[src/rtl/stream_pkg.sv]
`default_nettype none
// ------------------------------------------------------------------
// stream_pkg : shared lane constants and bus-slicing helpers
// Rev 1.0
// ------------------------------------------------------------------
package stream_pkg;

  localparam int LANES = 4;
  localparam int SEL_W = 2;

  // LSB of lane 'lane' inside a flattened bus of 'w'-bit lanes.
  function automatic int unsigned lane_lsb(input int unsigned lane, input int unsigned w);
    return lane * w;
  endfunction

  function automatic logic [LANES-1:0] sel_onehot(input logic [SEL_W-1:0] sel);
    logic [LANES-1:0] oh;
    oh      = '0;
    oh[sel] = 1'b1;
    return oh;
  endfunction

endpackage
`default_nettype wire

[src/rtl/demux_lane_fifo.sv]
`default_nettype none
// ------------------------------------------------------------------
// demux_lane_fifo : per-lane FIFO with registered push and head output
// Rev 1.0
// ------------------------------------------------------------------
module demux_lane_fifo #(
  parameter  int WIDTH = 8,
  parameter  int DEPTH = 2,
  localparam int CW    = $clog2(DEPTH) + 1
) (
  input  logic             clk,
  input  logic             rst_n,
  input  logic             push,
  input  logic [WIDTH-1:0] push_data,
  input  logic             pop,
  output logic [WIDTH-1:0] head_data,
  output logic             valid,
  output logic             full,
  output logic [CW-1:0]    count
);

  localparam int PW = $clog2(DEPTH);

  logic [WIDTH-1:0] mem_q [DEPTH];
  logic [WIDTH-1:0] mem_d [DEPTH];
  logic [PW-1:0]    wr_ptr_q, wr_ptr_d;
  logic [PW-1:0]    rd_ptr_q, rd_ptr_d;
  logic [CW-1:0]    count_q, count_d;
  logic [WIDTH-1:0] last_q, last_d;
  logic             do_push, do_pop;

  always_comb begin
    do_push  = push && (count_q != CW'(DEPTH));
    do_pop   = pop && (count_q != '0);
    mem_d    = mem_q;
    wr_ptr_d = wr_ptr_q;
    rd_ptr_d = rd_ptr_q;
    last_d   = last_q;
    count_d  = count_q;
    if (do_push) begin
      mem_d[wr_ptr_q] = push_data;
      wr_ptr_d        = wr_ptr_q + PW'(1);
    end
    // Remember the departing head so an empty lane keeps showing it.
    if (do_pop) begin
      last_d   = mem_q[rd_ptr_q];
      rd_ptr_d = rd_ptr_q + PW'(1);
    end
    case ({do_push, do_pop})
      2'b10:   count_d = count_q + CW'(1);
      2'b01:   count_d = count_q - CW'(1);
      default: count_d = count_q;
    endcase
  end

  always_ff @(posedge clk or negedge rst_n) begin
    if (!rst_n) begin
      for (int k = 0; k < DEPTH; k++) mem_q[k] <= '0;
      wr_ptr_q <= '0;
      rd_ptr_q <= '0;
      count_q  <= '0;
      last_q   <= '0;
    end else begin
      mem_q    <= mem_d;
      wr_ptr_q <= wr_ptr_d;
      rd_ptr_q <= rd_ptr_d;
      count_q  <= count_d;
      last_q   <= last_d;
    end
  end

  assign valid     = (count_q != '0);
  assign full      = (count_q == CW'(DEPTH));
  assign count     = count_q;
  assign head_data = valid ? mem_q[rd_ptr_q] : last_q;

endmodule
`default_nettype wire

[src/rtl/stream_demux4.sv]
`default_nettype none
// ------------------------------------------------------------------
// stream_demux4 : 1-to-4 valid/ready stream demux with per-lane FIFOs
// Rev 1.0
// ------------------------------------------------------------------
module stream_demux4
  import stream_pkg::*;
#(
  parameter  int WIDTH = 8,
  parameter  int DEPTH = 2,
  localparam int CW    = $clog2(DEPTH) + 1
) (
  input  logic                   clk,
  input  logic                   rst_n,
  input  logic [WIDTH-1:0]       in_data,
  input  logic [SEL_W-1:0]       in_sel,
  input  logic                   in_valid,
  output logic                   in_ready,
  output logic [LANES*WIDTH-1:0] out_data,
  output logic [LANES-1:0]       out_valid,
  input  logic [LANES-1:0]       out_ready,
  output logic [LANES*CW-1:0]    lane_count
);

  logic [LANES-1:0] full;
  logic [LANES-1:0] push_en;

  // Ready looks only at registered fullness, never at out_ready.
  always_comb begin
    in_ready = rst_n && !full[in_sel];
    push_en  = (in_valid && in_ready) ? sel_onehot(in_sel) : '0;
  end

  for (genvar i = 0; i < LANES; i++) begin : g_lane
    demux_lane_fifo #(
      .WIDTH (WIDTH),
      .DEPTH (DEPTH)
    ) u_fifo (
      .clk       (clk),
      .rst_n     (rst_n),
      .push      (push_en[i]),
      .push_data (in_data),
      .pop       (out_ready[i]),
      .head_data (out_data[lane_lsb(i, WIDTH) +: WIDTH]),
      .valid     (out_valid[i]),
      .full      (full[i]),
      .count     (lane_count[lane_lsb(i, CW) +: CW])
    );
  end

endmodule
`default_nettype wire
[config.mk]
export PLATFORM = sky130hd
export DESIGN_NAME = stream_demux4
export DESIGN_NICKNAME = d
export VERILOG_FILES = /design/src/rtl/stream_pkg.sv /design/src/rtl/demux_lane_fifo.sv /design/src/rtl/stream_demux4.sv
export SDC_FILE = /design/constraint.sdc
export NUM_CORES = 1
export LEC_CHECK = 0
export BUFFER_PORTS_ARGS = -buffer_cell sky130_fd_sc_hd__buf_2
export CORE_ASPECT_RATIO = 0.6
export CORE_UTILIZATION = 40
export DETAILED_ROUTE_END_ITERATION = 8
export PLACE_DENSITY = 0.67
export SLEW_MARGIN = 10
export SYNTH_ARGS = -nofsm -noshare
export SYNTH_HDL_FRONTEND = slang
export SYNTH_SLANG_ARGS = --single-unit
[constraint.sdc]
create_clock -name clk -period 2.85 [get_ports clk]
set_input_delay 0.7125 -clock clk [delete_from_list [all_inputs] [get_ports clk]]
set_output_delay 0.7125 -clock clk [all_outputs]
set_load 0.05 [all_outputs]
* Word level (Yosys, flattened, before mapping) *
Index checks and enable logic that the tools add are counted.

cells by class
  div/mod/pow operators = 0
  add/subtract/negate cells = 16
  shift operators = 0
  bitwise operators = 8
  reduce and logical (&&, ||, !) cells = 24
  multiply operators = 0
  order comparisons = 14
  muxes and demuxes = 37
  equal/unequal tests = 16

operators by type and width
  cell                                                                           count
  8-bit two-way mux                                                              20
  16-bit bitwise mux                                                             4
  8-bit demux with 1-bit select                                                  4
  2-bit == test (second input constant)                                          8
  2-bit >= comparator (second input constant)                                    8
  1-bit inverter with 2-bit output                                               8
  2-bit case mux with 2 select lines                                             4
  2-bit nonzero test                                                             8
  1-bit logical AND                                                              15
  1-bit adder (second input constant)                                            8
  2-bit by 1-bit adder with 2-bit output (second input constant)                 4
  2-bit by 1-bit == test with 1-bit output (second input constant)               4
  2-bit by 1-bit less-than comparator with 1-bit output (second input constant)  4
  2-bit inequality test (second input constant)                                  4
  2-bit by 1-bit subtractor with 2-bit output (second input constant)            4
  4-bit two-way mux                                                              1
  2-bit by 3-bit less-than comparator with 1-bit output (second input constant)  1
  1-bit binary-select mux with 2-bit select                                      1
  1-bit demux with 2-bit select                                                  1
  2-bit by 1-bit >= comparator with 1-bit output (second input constant)         1
  1-bit two-way mux                                                              2
  1-bit logical NOT                                                              1

storage, ports and cells
  word-level logic and storage cells = 139
  memories kept = 0
  memory bits (writable) = 0
  output and inout port bits = 45
  memory bits (read-only) = 0
  bits in latches = 0
  bits in registers = 112
  input bits = 17

* Logic depth before layout (Yosys ltp) *
  depth after elaboration = 10
  mapped depth = 8

* Hierarchy *
From an unflattened synthesis, not the netlist that was laid out.

unflattened totals
  cell total of the unflattened synthesis = 424
  area, all modules = 5,024.8 µm²

modules (own cells, without submodules)
  module           cells each  times used  area each (µm²)  seq. area each (µm²)
  demux_lane_fifo  104         4           1,239.9          700.7
  stream_demux4    8           1           65.1             0.0

* Worst setup path after synthesis *
Ideal clock, no wire load.

  path type = reg-to-output
  start = reg g_lane[1].u_fifo.count_q[0]
  end = out out_data[11]
  arrival time = 2,317 ps
  cell stages (with the launch flop) = 7
  slack = -179 ps
  cell sequence = dfrtp_1 -> clkbuf_2 -> or2_2 -> clkbuf_1 -> clkbuf_1 -> nor2_1 -> a21oi_1

on the way
  word-level cells in the longest chain between the ends = 2

RTL lines
  element                     line                   RTL
  start: declaration          demux_lane_fifo.sv:28  logic [CW-1:0] count_q, count_d;
  start signal: assignment    demux_lane_fifo.sv:67  count_q <= count_d;
  2-bit nonzero test          demux_lane_fifo.sv:72  assign valid = (count_q != '0);
  via g_lane[1].u_fifo.valid  demux_lane_fifo.sv:17  output logic valid,
  8-bit two-way mux           demux_lane_fifo.sv:75  assign head_data = valid ? mem_q[rd_ptr_q] : last_q;
  end: declaration            stream_demux4.sv:19    output logic [LANES*WIDTH-1:0] out_data,

The timed path passes the listed nets, and every way through them passes these cells.

* Worst setup path after layout *
  start = reg g_lane[1].u_fifo.count_q[0]
  end = out out_data[15]

on the way
  word-level cells in the longest chain between the ends = 2

RTL lines
  element             line
  2-bit nonzero test  demux_lane_fifo.sv:72
  8-bit two-way mux   demux_lane_fifo.sv:75

Every way passes these cells.

==> metrics.md <==
| Metric | Value |
|---|---|
| Status | completed |
| Synth unique cells | 34 |
| GRT Overall Usage | 17.0% |
| Post-synth top area cell | dfrtp_1 |
| Post-route insts no fill | 648 |
| Clk pin slew, worst setup/hold paths | 0.06 ns |
| Hpwl dp | 7460 um |
| Core area | 12300 sq um |
| RR Startpoint | g_lane[3].u_fifo.count[1] |
| Normalized max-slew margin | 39.9% |
| Cell count after synthesis | 426 |
| CP peak stage delay | 0.47 ns |
| Post-synthesis adder-cell area fraction | 0.981% |
| Share of the synthesized area in the top cell type | 55.0% |
| Xor and xnor area share after synthesis | 3.43% |
| Clock Tree Root | clkbuf_16 |
| Clock sinks | 112 |
| Largest net degree at the start of global routing | 73 |
| # rows | 31 |
| GPL Wtd Cong | 0.741 |
| Mux cell area share after synthesis | 21.2% |
| IO Port Bufs | 61 |
| FF+latch count, synth | 112 |
| Worst R2R End | g_lane[3].u_fifo.count[1] |
| Total wire length | 10300 um |
| Detail Route Antenna Nets | 0 |
| Largest family of logic cells by synthesized area | multiplexers |
| Initial DRC count | 136 |
| Global-route wire length before repair | 17000 um |
| CTS tree | done |
| Worst-Margin Slew | 0.902 ns |
| Die area | 13200 sq um |
| Critical path depth in cells | 3 |
| Startpoint types | flip-flop |
| Worst path bufs/invs | 1 |
| Final core utilization | 47.6% |
| CP Data Required Time | 2.14 ns |
| Vias in the first global route | 3369 |
| Die height | 89.5 um |
| Unrepaired setup endpoints after global routing | no |
| Resize count post-CTS | 0 |
| Ys Warns | 0 |
| Post-placement cell count | 634 |
| I/O pin total | 62 |
| H-Tree Level Count | 3 |
| Synth Area in Compound Gates | 6.94% |
| Register area share after synthesis | 55.0% |
| Reg2reg setup slack | 0.98 ns |
| Crit path max-delay family | flip-flops |
| Vias per cell | 5.05 |
| Clock Skew | 0.00667 ns |
| Worst Hold Class | primary input to async pin |
| Setup-failing EPs final | 0 |
| Synthesized area per cell | 12.0 sq um |
| CTS Hold Buffers Added | 0 |
| Fin crit share | 89.3% |
| Syn Nets | 447 |
| Setup crit end kind | primary output |
| Post-CTS Setup Bufs | 0 |
| Final Hold Viols | 0 |
| Kind of critical path | flip-flop to primary output |
| Drt pass-1 iters | 4 |
| Synth Area in Simple Gates | 9.67% |
| Slowest-stage cell, CP | dfrtp_1 |
| Crit path arrival time | 1.83 ns |
| Nets | 501 |
| Synth top area cells | dfrtp_1 55%, mux2_2 13%, mux2i_1 6.3% |
| Avg WL per Cell | 15.9 um |
| Later-pin clock latency in the skew report | 0.35 ns |
| Via Count | 3272 |
| Max cap viols | 0 |
| DRC | 0 |
| CTS Buffer Depth | 2 |
| Crit path cell chain | or2_2 -> a21oi_1 -> buf_2 |
| Die width | 148 um |
| R2R cell count | 6 |
| Achievable Freq | 0.393 GHz |
| Synthesized area | 5100 sq um |
| # diodes | 0 |
| Antenna violations before repair | 0 |
| Final Max Slew Viols | 0 |
| CTS buffer count | 9 |
| Critical path fanouts, max | 17 |
| Total congestion overflow | 0 |
| P&R area growth vs syn | 14.3% |
| Layout cells sized above 1 | 33.3% |
| Initial Utilization | 41.6% |
| Crit path time final | 2.54 ns |
synth_stat cells (all sizes together):
cell type	count
nand4b	1
nand4bb	1
or4	2
nand4	1
or3	2
o21ai	36
ha	4
nor3	1
or2	4
inv	4
xor2	4
mux2i	32
buf	8
nor2	37
or3b	1
dfrtp	112
nand2	33
clkbuf	17
xnor2	16
o311ai	1
nor4b	3
mux2	65
a21oi	33
and2	1
nor2b	3
nand2b	1
nand3	3
worst register-to-register path, stage by stage, from the launching register on:
cell and delay, ns:
dfrtp_1 0.44, nor2b_1 0.21, or3b_2 0.53, ha_1 0.21
xnor2_1 0.13, nor2_1 0.12, xor2_1 0.16
worst max path at each step:
stage	from	end	slack [ns]
final	g_lane[1].u_fifo.count[0]	out_data[15]	0.31
after detailed placement	in_sel[0]	in_ready	0.30
after CTS	g_lane[3].u_fifo.count[1]	in_ready	0.27
after floorplan	g_lane[1].u_fifo.count[0]	out_data[10]	-0.07
after global placement	in_sel[0]	in_ready	0.31
after global routing	g_lane[3].u_fifo.count[1]	in_ready	0.22
cell usage in the layout, fill, tap and decap left out, drive strengths merged, types with 2 or more instances in the layout:
| cell | netlist | routed |
|---|---|---|
| clkinv | 0 | 2 |
| mux2i | 32 | 32 |
| mux2 | 65 | 65 |
| nand2 | 33 | 33 |
| or2 | 4 | 4 |
| inv | 4 | 4 |
| ha | 4 | 4 |
| nor2b | 3 | 3 |
| or4 | 2 | 2 |
| xnor2 | 16 | 16 |
| or3 | 2 | 2 |
| o21ai | 36 | 36 |
| nor4b | 3 | 3 |
| a21oi | 33 | 33 |
| buf | 8 | 68 |
| nand3 | 3 | 3 |
| dfrtp | 112 | 112 |
| xor2 | 4 | 4 |
| clkbuf | 17 | 10 |
| nor2 | 37 | 37 |
per-stage QoR:
stage / instance area (sq um) / TNS (ns) / worst slack (ns) / hold slack, ns
after floorplan: 5110 / -0.513 / -0.0733 / 0.417
final: 5830 / 0 / 0.305 / 0.198
after global routing: 5830 / 0 / 0.221 / 0.190
after global placement: 5550 / 0 / 0.311 / 0.463
after detailed placement: 5550 / 0 / 0.298 / 0.472
after CTS: 5830 / 0 / 0.267 / 0.187
logic make-up (layout without fill, tap and decap cells):
group / after synthesis / count (layout)
AND/OR/NAND/NOR: 94 / 94
multiplexers: 97 / 97
AO/OA/AOI/OAI: 70 / 70
flip-flops: 112 / 112
XOR/XNOR: 20 / 20
buffers and inverters: 29 / 86
adder cells (fa/ha/maj): 4 / 4
area by class of cell:
type                       instances  area (sq um)
tap                              165           206
clock buffer                      10           229
multi-input combinational        285          2170
fill                            1136          6430
clock inverter                     4          47.5
timing repair buffer              68           360
sequential                       112          2800
inverter                           4          15.0
metal layers:
metal | track usage [%] | wire, um | vias to the layer above
met3 | 3.83 | 365 | 9
met1 | 23.4 | 5170 | 1635
met4 | 4.97 | 100 | 0
met2 | 27.0 | 4660 | 54
li1 | - | - | 1574
met5 | 0 | 0 | -
flip-flops by register name, summed over array words and instances, names as in the netlist:
register and cells:
g_lane.u_fifo.rd_ptr_q 4, g_lane.u_fifo.wr_ptr_q 4, g_lane.u_fifo.last_q 32, g_lane.u_fifo.count 8, g_lane.u_fifo.mem_q 64
Power is not shown: default switching activity piles up to over one toggle a cycle in this logic, so the estimate is an artifact.
